$ cat src/rtl/lif_layer_update.sv
// -----------------------------------------------------------------------------
// lif_layer_update
// Time-multiplexed leaky integrate-and-fire layer. A timestep snapshots the
// per-neuron currents and control values, updates one neuron per enabled
// cycle into shadow registers, then commits all potentials and spikes at once
// so downstream taps always see a consistent snapshot.
//
// Ports:
//   clk                in  clock
//   rst                in  asynchronous active-high reset
//   en                 in  global enable; low holds all state
//   start              in  timestep start pulse (honoured only in IDLE)
//   input_currents     in  signed 8-bit current per neuron, neuron i at [8i+7:8i]
//   threshold          in  unsigned firing threshold
//   leak_shift         in  leak = V >> leak_shift
//   refractory_period  in  timesteps a neuron is held after firing
//   membrane_potentials out committed potentials, same packing as currents
//   output_spikes      out committed spike vector
//   busy               out high in LOAD and UPDATE
//   done               out one-cycle pulse after commit
// -----------------------------------------------------------------------------
module lif_layer_update #(
  parameter int NUM_NEURONS = 10,
  parameter int WIDTH       = 8
) (
  input  logic                         clk,
  input  logic                         rst,
  input  logic                         en,
  input  logic                         start,
  input  logic [NUM_NEURONS*WIDTH-1:0] input_currents,
  input  logic [WIDTH-1:0]             threshold,
  input  logic [2:0]                   leak_shift,
  input  logic [3:0]                   refractory_period,
  output logic [NUM_NEURONS*WIDTH-1:0] membrane_potentials,
  output logic [NUM_NEURONS-1:0]       output_spikes,
  output logic                         busy,
  output logic                         done
);

  localparam int IDXW = (NUM_NEURONS > 1) ? $clog2(NUM_NEURONS) : 1;
  localparam logic [IDXW-1:0] LAST_IDX = IDXW'(NUM_NEURONS - 1);

  typedef enum logic [1:0] {
    IDLE   = 2'd0,
    LOAD   = 2'd1,
    UPDATE = 2'd2,
    COMMIT = 2'd3
  } state_t;

  state_t                         state_q;
  logic [IDXW-1:0]                idx_q;
  logic [WIDTH-1:0]               v_q      [NUM_NEURONS];
  logic [NUM_NEURONS-1:0]         spk_q;
  logic [3:0]                     refcnt_q [NUM_NEURONS];
  logic [WIDTH-1:0]               cur_q    [NUM_NEURONS];
  logic [WIDTH-1:0]               thr_q;
  logic [2:0]                     ls_q;
  logic [3:0]                     rp_q;
  logic [NUM_NEURONS*WIDTH-1:0]   mp_q;
  logic [NUM_NEURONS-1:0]         spikes_q;
  logic                           busy_q;
  logic                           done_q;

  logic [WIDTH-1:0]               v_cur_d;
  logic [WIDTH-1:0]               cur_d;
  logic [WIDTH-1:0]               leaked_d;
  logic signed [WIDTH+1:0]        sum_d;
  logic [WIDTH-1:0]               clamped_d;
  logic                           fire_d;

  // Datapath for the neuron currently addressed by idx_q.
  always_comb begin
    v_cur_d  = v_q[idx_q];
    cur_d    = cur_q[idx_q];
    leaked_d = v_cur_d - (v_cur_d >> ls_q);
    // 10-bit signed add: leaked is zero-extended, current sign-extended.
    sum_d    = $signed({2'b00, leaked_d}) + $signed({{2{cur_d[WIDTH-1]}}, cur_d});
    if (sum_d[WIDTH+1]) begin
      clamped_d = {WIDTH{1'b0}};
    end else if (sum_d[WIDTH]) begin
      clamped_d = {WIDTH{1'b1}};
    end else begin
      clamped_d = sum_d[WIDTH-1:0];
    end
    fire_d = (clamped_d >= thr_q);
  end

  // Timestep FSM, neuron state and committed outputs.
  always_ff @(posedge clk or posedge rst) begin
    if (rst) begin
      state_q  <= IDLE;
      idx_q    <= {IDXW{1'b0}};
      spk_q    <= {NUM_NEURONS{1'b0}};
      thr_q    <= {WIDTH{1'b0}};
      ls_q     <= 3'd0;
      rp_q     <= 4'd0;
      mp_q     <= {(NUM_NEURONS*WIDTH){1'b0}};
      spikes_q <= {NUM_NEURONS{1'b0}};
      busy_q   <= 1'b0;
      done_q   <= 1'b0;
      for (int i = 0; i < NUM_NEURONS; i++) begin
        v_q[i]      <= {WIDTH{1'b0}};
        refcnt_q[i] <= 4'd0;
        cur_q[i]    <= {WIDTH{1'b0}};
      end
    end else if (en) begin
      case (state_q)
        IDLE: begin
          done_q <= 1'b0;
          if (start) begin
            state_q <= LOAD;
            busy_q  <= 1'b1;
          end
        end
        LOAD: begin
          for (int i = 0; i < NUM_NEURONS; i++) begin
            cur_q[i] <= input_currents[i*WIDTH +: WIDTH];
          end
          thr_q   <= threshold;
          ls_q    <= leak_shift;
          rp_q    <= refractory_period;
          idx_q   <= {IDXW{1'b0}};
          state_q <= UPDATE;
        end
        UPDATE: begin
          if (refcnt_q[idx_q] != 4'd0) begin
            refcnt_q[idx_q] <= refcnt_q[idx_q] - 4'd1;
            v_q[idx_q]      <= {WIDTH{1'b0}};
            spk_q[idx_q]    <= 1'b0;
          end else if (fire_d) begin
            refcnt_q[idx_q] <= rp_q;
            v_q[idx_q]      <= {WIDTH{1'b0}};
            spk_q[idx_q]    <= 1'b1;
          end else begin
            v_q[idx_q]      <= clamped_d;
            spk_q[idx_q]    <= 1'b0;
          end
          if (idx_q == LAST_IDX) begin
            state_q <= COMMIT;
            busy_q  <= 1'b0;
          end else begin
            idx_q <= idx_q + IDXW'(1);
          end
        end
        COMMIT: begin
          for (int i = 0; i < NUM_NEURONS; i++) begin
            mp_q[i*WIDTH +: WIDTH] <= v_q[i];
          end
          spikes_q <= spk_q;
          done_q   <= 1'b1;
          state_q  <= IDLE;
        end
        default: begin
          state_q <= IDLE;
          busy_q  <= 1'b0;
          done_q  <= 1'b0;
        end
      endcase
    end else begin
      done_q <= 1'b0;
    end
  end

  assign membrane_potentials = mp_q;
  assign output_spikes       = spikes_q;
  assign busy                = busy_q;
  assign done                = done_q;

endmodule

$ cat config.mk
export PLATFORM = sky130hd
export DESIGN_NAME = lif_layer_update
export DESIGN_NICKNAME = d
export VERILOG_FILES = /design/src/rtl/lif_layer_update.sv
export SDC_FILE = /design/constraint.sdc
export NUM_CORES = 1
export LEC_CHECK = 0
export BUFFER_PORTS_ARGS = -buffer_cell sky130_fd_sc_hd__buf_4
export CORE_MARGIN = 3
export CORE_UTILIZATION = 51
export CTS_BUF_LIST = sky130_fd_sc_hd__clkbuf_4
export DETAILED_ROUTE_END_ITERATION = 7
export PLACE_DENSITY = 0.74
export SYNTH_ARGS = -nofsm -noshare
export SYNTH_HDL_FRONTEND = slang
export SYNTH_SLANG_ARGS = --single-unit
$ cat constraint.sdc
create_clock -name clk -period 9.33 [get_ports clk]
set_input_delay 0 -clock clk [delete_from_list [all_inputs] [get_ports clk]]
set_output_delay 0 -clock clk [all_outputs]
set_load 0.005 [all_outputs]
==> results.sh <==
export IMPL_finalWeightedCongestion=0.8801
export IMPL_fin_tns_setup_ps=0
export IMPL_top_level_ports=191
export IMPL_place_hpwl_um=24840
export IMPL_slew_headroom_pct=25.28
export IMPL_final_setup_skew_ps=71.62
export IMPL_p_r_area_growth_vs_syn_pct=25.70
export IMPL_initial_utilization_pct=52.14
export IMPL_final_nets=1638
export IMPL_route_final_wire_length_um=38300
export IMPL_timing_max_transition_violations_final=0
export IMPL_critical_path_required_ps=9920
export IMPL_synth_top_cell_by_area="dfrtp_1"
export IMPL_cts_inserted_buffers=83
export IMPL_synth_edf_count=0
export IMPL_coreArea_um2=28940
export IMPL_grt_antenna_before_repair=1
export IMPL_std_cell_rows=62
export IMPL_drive_above_1_share_pct=40.87
export IMPL_fp_dieArea_um2=31680
export IMPL_fin_crit_sh_pct=87.69
export IMPL_setup_viol_count_final=0
export IMPL_rsz0062_at_grt="false"
export IMPL_avgSynthCellArea_um2=12.85
export IMPL_yosys_warnings=0
export IMPL_route_antenna_remaining_nets=0
export IMPL_num_vias=10788
export IMPL_max_cap_viol_count=0
export IMPL_register_bit_count_reported_by_yosys=323
export IMPL_synthDistinctLibCells=65
export IMPL_whs_path_depth=3
export IMPL_data_arrival_critical_path_ps=8770
export IMPL_synth_yosys_seq_area_share_pct=53.57
export IMPL_tritoncts="yes"
export IMPL_crit_family="compound AO/OA/AOI/OAI gates"
export IMPL_cts_sinks=323
export IMPL_outcome="finished clean"
export IMPL_io_buffers=190
export IMPL_period_needed_ps=8182
export IMPL_worst_r2r_setup_slack_ps=1150
export IMPL_min_delay_path_class="input pin to register"
export IMPL_reg2regPathDepth=30
export IMPL_endpoints_failing_hold=0
export IMPL_r2r_start="idx_q[2]"
export IMPL_synthesis_instances=1174
export IMPL_critical_path_slowest_cell="dfrtp_1"
export IMPL_mapped_area_um2=15090
export IMPL_hold_start="input_currents[5]"
export IMPL_min_delay_worst_endpoint="cur_q[77]"
export IMPL_worst_path_max_fanout=18
export IMPL_synth_area_top_cells="dfrtp_1 (54%), mux2_2 (18%), mux4_2 (5.4%)"
export IMPL_detail_route_wl_per_cell_um=19.63
export IMPL_cts_htree_levels=3
export IMPL_max_clock_freq_mhz=122.2
export IMPL_die_x_um=178
export IMPL_nFillCells=2096
export IMPL_route_detailed_vias_per_inst=5.529
export IMPL_timing_critical_path_buf_inv=2
export IMPL_pin_count_of_the_biggest_net_entering_global_routing=119
export IMPL_die_y_um=178
export IMPL_synth_nets=1309
export IMPL_yosysTopAreaCellShare_pct=53.57
export IMPL_worst_slew_pin_transition_ps=1114
export IMPL_global_route_overflow_total=0
export IMPL_ys_async_sr_fraction_pct=100.0
export IMPL_primary_ff_master_synth="dfrtp_1"
export IMPL_remaining_drc_errors=0
export IMPL_critical_path_max_stage_delay_ps=740
export IMPL_kind_of_start_point_of_the_critical_path="register"
export IMPL_via_count_of_the_first_global_routing_pass=10993
export IMPL_dr_pass1_iters=5
export IMPL_worst_setup_path_type="register to register"
export IMPL_global_route_usage_total_pct=24.23
export IMPL_regToRegEndpoint="v_q[60]"
export IMPL_clk_pin_slew_worst_paths_ps=90
export IMPL_clk_insertion_delay_late_ps=740
export IMPL_worst_setup_path_end_kind="register"
export IMPL_clockRootBuffer="clkbuf_4"
export IMPL_drtIter0Drc=695
export IMPL_cts_path_max_buffers=3
export IMPL_grt_pass1_wl_um=59510
## Yosys cell counts, types with 5 or more instances
library cell / n
a211oi_1: 8
a21o_1: 9
a21oi_1: 17
buf_1: 9
buf_2: 9
clkbuf_1: 35
dfrtp_1: 323
ha_1: 34
inv_1: 30
mux2_2: 242
mux2i_1: 42
mux4_2: 36
nand2_1: 117
nand2b_1: 6
nand3_1: 9
nand4_1: 5
nor2_1: 39
nor3_1: 6
o21ai_0: 87
o21ai_1: 13
o21ai_2: 10
o22ai_1: 13
xnor2_1: 7
## cells in the final DEF, fill, tap and decap left out, types with 17 or more instances in the layout
| cell type | Yosys | final |
|---|---|---|
| clkbuf_4 | 0 | 121 |
| nor2_1 | 39 | 39 |
| dlygate4sd3_1 | 0 | 101 |
| mux2i_1 | 42 | 42 |
| clkinv_1 | 0 | 17 |
| inv_1 | 30 | 29 |
| mux4_2 | 36 | 36 |
| dfrtp_1 | 323 | 321 |
| a21oi_1 | 17 | 17 |
| ha_1 | 34 | 34 |
| o21ai_0 | 87 | 87 |
| mux2_2 | 242 | 242 |
| buf_4 | 2 | 199 |
| nand2_1 | 117 | 115 |
## stage by stage
| stage | worst slack [ps] | instance area (um^2) | hold WS [ps] | utilization, % | cells |
|---|---|---|---|---|---|
| finish | 1148 | 18970 | 44.36 | 65.55 | 1951 |
| global route | 424.9 | 18970 | 19.63 | 65.55 | 1951 |
| CTS | 1316 | 18960 | 13.84 | 65.54 | 1950 |
| detailed placement | 1346 | 16850 | 233.7 | 58.25 | 1701 |
| global placement | 1577 | 16850 | 221.7 | 58.25 | 1701 |
| floorplan | 388.7 | 15090 | 150.6 | - | 1174 |
## layer usage
metal	up-vias	global-route usage [%]	wire length (um)
met2	356	39.43	18650
met3	60	5.002	2178
li1	4956	-	-
met4	0	8.508	938
met5	-	0	0
met1	5416	32.52	16540
## sequential cells by signal, summed over array words and instances (netlist names), 2 cells and up, named ones only
signal	flops
thr_q	8
idx_q	4
ls_q	3
cur_q	80
rp_q	4
state_q	2
refcnt_q	40
v_q	80
output_spikes	10
membrane_potentials	80
## logic make-up (layout without fill, tap and decap cells)
family / count (synthesis) / after routing / share of synthesized area (%)
AOI/OAI and AO/OA: 193 / 193 / 8.226
xor gates and xnor gates: 11 / 11 / 0.6385
adders and majority gates: 36 / 36 / 3.085
buffers and inverters: 88 / 480 / 2.363
DFF: 323 / 323 / 53.57
muxes: 320 / 320 / 26.22
other: 0 / 1 / 0
and+or+nand+nor: 203 / 203 / 5.896
## tightest hold or removal path, cell delays in order
cell,delay [ps]
dlygate4sd3_1,520
buf_4,90
mux2_2,130
## how the worst max path moves through the flow
stage / startpoint / endpoint / cells past startpoint
2_1_floorplan: rst / async pin / 1
3_3_place_gp: idx_q[0] / v_q[0] / 29
3_5_place_dp: idx_q[0] / v_q[76] / 28
4_1_cts: idx_q[0] / v_q[60] / 28
5_1_grt: idx_q[0] / v_q[60] / 29
6_report: idx_q[2] / v_q[60] / 30
## timing repair
action                                  CTS  global route
endpoints found under the setup margin    0             0
gates resized for setup                   0             0
endpoints found under the hold margin   219             0
hold buffers                            101             0
setup buffers                             0             0
## final cells by class
| cell class | count | area, um^2 | area share (%) |
|---|---|---|---|
| repair buffers | 300 | 2505 | 13.21 |
| clock buffers | 121 | 908.4 | 4.790 |
| inverters | 32 | 127.6 | 0.6729 |
| flip-flops and latches | 323 | 8088 | 42.64 |
| diodes | 1 | 2.502 | 0.01319 |
| multi-input cells | 763 | 6664 | 35.14 |
| clock inverters | 27 | 190.2 | 1.003 |
| well taps | 384 | 480.5 | 2.533 |
Power is not shown: default switching activity piles up to over one toggle a cycle in this logic, so the estimate is an artifact.
